File: src/rtl/pwm_pkg.sv
// Shared widths, constants, channel configuration type and compare helper for the PWM output stage.
package pwm_pkg;

    localparam int unsigned PWM_CNT_W = 8;
    localparam int unsigned NUM_CH    = 16;
    localparam int unsigned HALF_CH   = NUM_CH / 2;
    localparam int unsigned PRESC_W   = 16;

    localparam logic [PWM_CNT_W-1:0] DUTY_FULL = 8'hFF;
    localparam logic [PWM_CNT_W-1:0] CNT_MAX   = 8'hFF;

    // Per-channel enable and mode-select vectors, bit i belongs to channel i.
    typedef struct packed {
        logic [NUM_CH-1:0] en_out;
        logic [NUM_CH-1:0] en_pwm;
    } ch_cfg_t;

    // Raw PWM level: full-scale duty never drops low, so the wrap back to 0 cannot glitch.
    function automatic logic pwm_compare(
        input logic [PWM_CNT_W-1:0] cnt,
        input logic [PWM_CNT_W-1:0] duty
    );
        return (duty == DUTY_FULL) || (cnt < duty);
    endfunction

endpackage

File: src/rtl/pwm_prescaler.sv
// Clock prescaler: counts 0..CLK_DIV-1 and flags the terminal count as the PWM tick.
module pwm_prescaler
    import pwm_pkg::*;
#(
    parameter int unsigned CLK_DIV = 13
) (
    input  logic clk,
    input  logic rst_n,
    output logic tick
);

    localparam logic [PRESC_W-1:0] LAST = PRESC_W'(CLK_DIV - 1);

    logic [PRESC_W-1:0] cnt;

    // Tick is decoded from the count register; with CLK_DIV=1 the count stays 0 and tick is constant.
    assign tick = (cnt == LAST);

    // Free-running divider count, restarting at 0 after the terminal value.
    always_ff @(posedge clk or negedge rst_n) begin
        if (!rst_n) begin
            cnt <= '0;
        end else if (tick) begin
            cnt <= '0;
        end else begin
            cnt <= cnt + PRESC_W'(1);
        end
    end

endmodule

File: src/rtl/pwm_output_stage.sv
// Sixteen-channel output stage: shared PWM counter with period-aligned duty shadow, per-channel enable/mode gating.
module pwm_output_stage
    import pwm_pkg::*;
#(
    parameter int unsigned CLK_DIV = 13
) (
    input  logic                 clk,
    input  logic                 rst_n,
    input  logic [HALF_CH-1:0]   en_reg_out_7_0,
    input  logic [HALF_CH-1:0]   en_reg_out_15_8,
    input  logic [HALF_CH-1:0]   en_reg_pwm_7_0,
    input  logic [HALF_CH-1:0]   en_reg_pwm_15_8,
    input  logic [PWM_CNT_W-1:0] pwm_duty_cycle,
    output logic [NUM_CH-1:0]    out,
    output logic                 period_start
);

    ch_cfg_t              cfg;
    logic                 tick;
    logic                 wrap;
    logic                 wrap_d;
    logic                 raw_pwm;
    logic [PWM_CNT_W-1:0] cnt;
    logic [PWM_CNT_W-1:0] shadow;

    assign cfg.en_out = {en_reg_out_15_8, en_reg_out_7_0};
    assign cfg.en_pwm = {en_reg_pwm_15_8, en_reg_pwm_7_0};

    pwm_prescaler #(
        .CLK_DIV (CLK_DIV)
    ) u_prescaler (
        .clk   (clk),
        .rst_n (rst_n),
        .tick  (tick)
    );

    // The tick that rolls the counter from 0xFF to 0x00 is the period boundary.
    assign wrap    = tick && (cnt == CNT_MAX);
    assign raw_pwm = pwm_compare(cnt, shadow);

    // Shared 8-bit PWM counter, advancing once per prescaler tick.
    always_ff @(posedge clk or negedge rst_n) begin
        if (!rst_n) begin
            cnt <= '0;
        end else if (tick) begin
            cnt <= cnt + PWM_CNT_W'(1);
        end
    end

    // Duty shadow only updates at the period boundary so a running period is never disturbed.
    always_ff @(posedge clk or negedge rst_n) begin
        if (!rst_n) begin
            shadow <= '0;
        end else if (wrap) begin
            shadow <= pwm_duty_cycle;
        end
    end

    // Registered channel outputs: enable gates everything, mode selects PWM or static high.
    always_ff @(posedge clk or negedge rst_n) begin
        if (!rst_n) begin
            out <= '0;
        end else begin
            out <= cfg.en_out & (~cfg.en_pwm | {NUM_CH{raw_pwm}});
        end
    end

    // Period marker delayed twice so it lines up with the first output cycle showing counter 0x00.
    always_ff @(posedge clk or negedge rst_n) begin
        if (!rst_n) begin
            wrap_d       <= 1'b0;
            period_start <= 1'b0;
        end else begin
            wrap_d       <= wrap;
            period_start <= wrap_d;
        end
    end

endmodule

File: config.mk
export PLATFORM = sky130hd
export DESIGN_NAME = pwm_output_stage
export DESIGN_NICKNAME = d
export VERILOG_FILES = /design/src/rtl/pwm_pkg.sv /design/src/rtl/pwm_prescaler.sv /design/src/rtl/pwm_output_stage.sv
export SDC_FILE = /design/constraint.sdc
export NUM_CORES = 1
export LEC_CHECK = 0
export ABC_AREA = 1
export BUFFER_PORTS_ARGS = -buffer_cell sky130_fd_sc_hd__buf_2
export CAP_MARGIN = 20
export CORE_MARGIN = 2
export CORE_UTILIZATION = 55
export DETAILED_ROUTE_END_ITERATION = 8
export PLACE_DENSITY_LB_ADDON = 0.2
export SLEW_MARGIN = 20
export SYNTH_ARGS = -nofsm -noshare
export SYNTH_HDL_FRONTEND = slang
export SYNTH_HIERARCHICAL = 1
export SYNTH_SLANG_ARGS = --single-unit
File: constraint.sdc
create_clock -name clk -period 5.6 [get_ports clk]
set_input_delay 0.84 -clock clk [delete_from_list [all_inputs] [get_ports clk]]
set_output_delay 0.84 -clock clk [all_outputs]
set_load 0.1 [all_outputs]
==> summary.txt <==
Run status
  – Status: complete, no violations

Critical path
  – Crit start category: flip-flop
  – Critical path data arrival time: 2.40 ns
  – Flop2flop setup slack: 3.42 ns
  – Crit path cell chain: inv_1, ha_1, nand4_1, nor3_1, inv_2, nor3_2, inv_2, nor2_4, nand2_4, clkinv_4, nand2_1, o21ai_0
  – Crit Path Max Fanout: 16
  – Max stage delay on crit path: 0.49 ns
  – Cell family with most CP delay: simple AND/OR/NAND/NOR gates
  – CP Class: flip-flop to flip-flop
  – Crit path buffers/inverters: 4
  – Slowest stage cell on the critical path: nor3_1
  – CP required: 5.82 ns
  – Endpoint kind of the worst setup timing path: flip-flop
  – Critical path's most frequent cell: inv_2

Logic synthesis
  – Synth area leaders: dfrtp_1 (50%), nand2_1 (10%), inv_1 (8.4%)
  – Multiplexer share of the synthesized area: 0
  – Sequential-to-total area share from yosys stat: 0.4985
  – Synth Register Bits: 50
  – Post-synth EDFFs: 0
  – Adder-cell share of the synthesized area: 0.04985
  – Count leader, synth: nand2_1
  – Yosys warns: 6
  – Area leader, netlist: dfrtp_1
  – Largest family of logic cells by synthesized area: simple AND/OR/NAND/NOR gates
  – Top FF cell, synth: dfrtp_1
  – Mapped Avg Cell Area: 8.537 um2
  – Synthesized area: 2510 um2
  – Compound-Gate Fraction of Synth Area: 0.04138
  – Post-Syn Instances: 294
  – Async SR Flop Fraction: 1.000
  – Simple-gate share of the synthesized area: 0.2592
  – Post-Synthesis Net Count: 346
  – Netlist cell types: 25
  – Synth top cells by count: nand2_1 (67), inv_1 (56), dfrtp_1 (50), nand3_1 (25), nor2_1 (19)
  – Synth top area share: 0.4985
  – Synth Area in XOR/XNOR: 0.04536

Drt
  – DR iter-0 viols: 87
  – Post-route ant nets: 0
  – DRC violations left: 0
  – 1st-pass router iterations: 4
  – Via count: 2038
  – Post-Route WL: 4825 um
  – Wire length per cell: 11.80 um
  – DR vias/cell: 4.983

CTS
  – CTS clk-pin slew, worst paths: 0.09 ns
  – CTS buffer count: 5
  – Post-CTS Resized: 0
  – CTS max path bufs: 2
  – CTS root buf: clkbuf_8
  – CTS tree: done
  – Clk_lat worst skew: 0.30 ns
  – Htree depth: 2
  – Post-CTS Hold Buffers: 0
  – Num Clock Sinks: 50
  – Setup bufs post-CTS: 0

Global route
  – Largest net degree at the start of global routing: 51
  – Antenna violations before repair: 0
  – First-pass GRT wire length: 8355 um
  – Vias in the first global route: 1956
  – Grt total ovfl: 0
  – Total track usage: 0.2074

Timing
  – Max Clock Skew: 0.007100 ns
  – Max Clk Rate: 458.9 MHz
  – Worst slew pin tran: 0.6117 ns
  – Final hold viol count: 0
  – Crit path time final: 2.179 ns
  – Slew headroom: 0.5891
  – # setup viols final: 0
  – Setup ws final: 3.421 ns
  – RSZ-0062 raised after global routing: no
  – Setup total negative slack: 0 ns
  – Period utilization: 0.3891
  – Max Slew Vio Count: 0

Placement
  – Final RePlAce weighted congestion: 0.8535
  – Setup WS pre-CTS: 3.543 ns
  – Port buffer count: 58
  – HPWL after DPL: 3665 um
  – Cell Area, Placed: 2826 um2

Power and ir drop
  – Net switching power: 0.1808 mW
  – Power per cell area: 223.6 nW/um2
  – Sw Ratio: 0.2775
  – Power share of the combinational group: 0.117
  – Leakage: 1.632 nW
  – P_int: 0.4709 mW
  – Register share of total power: 0.564
  – Tot Pwr: 0.6518 mW
  – Clock group share of total power: 0.319
  – Max VDD drop: 0.1373 mV

Die
  – Die Height: 71.56 um
  – Initial Util: 0.5725
  – Row cnt: 24
  – IO Pins: 59
  – Total die area: 5120 um2
  – Die Wd: 71.56 um
  – Core box area: 4384 um2

Cells and area
  – Antenna cells: 0
  – Nets: 408
  – Area grow syn2layout: 16.15%
  – Finished Cell Area: 2915 um2
  – Share of cells above drive strength 1: 0.2465
  – Final core occ: 0.6650

Job
  – Total of max-cap violations: 0

Worst hold path
  – HP Class: flip-flop to flip-flop
==> stage by stage <==
step / hold slack [ns] / std cells
after detailed placement: 0.3409 / 401
after floorplan: 0.3312 / 294
after global routing: 0.3753 / 409
after CTS: 0.3614 / 409
final: 0.3653 / 409
after global placement: 0.3369 / 401
==> final cells by class <==
type | instances | area, um2
clock buffers | 6 | 72.57
multi-input cells | 182 | 993.5
clock inverters | 2 | 13.76
repair buffers | 58 | 292.8
inverters | 59 | 226.5
fillers | 364 | 1469
well taps | 52 | 65.06
flip-flops and latches | 50 | 1251
==> sequential cells by signal, indices dropped and copies added, names as in the netlist <==
name	count
period_start	1
wrap_d	1
u_prescaler/cnt	16
shadow	8
cnt	8
out	16
==> layer usage <==
metal	GRT usage	vias up	part of all wire
met1	0.2593	951	0.43
met3	0.03797	11	0.043
met2	0.3498	51	0.52
met5	0	-	0
li1	-	1025	-
met4	0.09644	0	0.016
==> worst register-to-register path, delay by kind of cell, from the launching register on <==
kind | cells | cell delay, ns
buffers and inverters | 4 | 0.39
adders and majority gates | 1 | 0.18
DFF | 1 | 0.42
AOI/OAI and AO/OA | 1 | 0.07
and+or+nand+nor | 6 | 1.05
==> power by group through the flow <==
stage | clock [mW] | combinational [mW] | sequential [mW]
floorplan | 0 | 0.00429 | 0.419
global placement | 0 | 0.0762 | 0.375
detailed placement | 0 | 0.0769 | 0.375
CTS | 0.210 | 0.0769 | 0.368
global route | 0.225 | 0.0811 | 0.368
finish | 0.208 | 0.0760 | 0.368
==> placed cells by master, fill, tap and decap left out, types with 8 or more instances in the layout <==
| cell | n |
|---|---|
| buf_2 | 57 |
| dfrtp_1 | 50 |
| ha_1 | 10 |
| inv_1 | 56 |
| nand2_1 | 67 |
| nand3_1 | 25 |
| nand4_1 | 9 |
| nor2_1 | 19 |
| o21ai_0 | 8 |
| xor2_1 | 10 |
==> kinds of logic (layout without fill, tap and decap cells) <==
family | after synthesis | after routing
AOI/OAI and AO/OA | 18 | 18
buffers and inverters | 62 | 125
xor gates and xnor gates | 13 | 13
adders and majority gates | 10 | 10
and+or+nand+nor | 141 | 141
DFF | 50 | 50
==> path summary, 6_finish.rpt <==
path / from / endpoint / cells after the start
max in group asynchronous: rst_n / shadow[1] / 1
worst min register to register: wrap_d / period_start / 0
min in group asynchronous: rst_n / u_prescaler/cnt[4] / 1
worst max register to register: u_prescaler/cnt[0] / shadow[1] / 12
worst min-delay path: wrap_d / period_start / 0
worst max-delay path: u_prescaler/cnt[0] / shadow[1] / 12
Power figures use the tool's default switching activity.
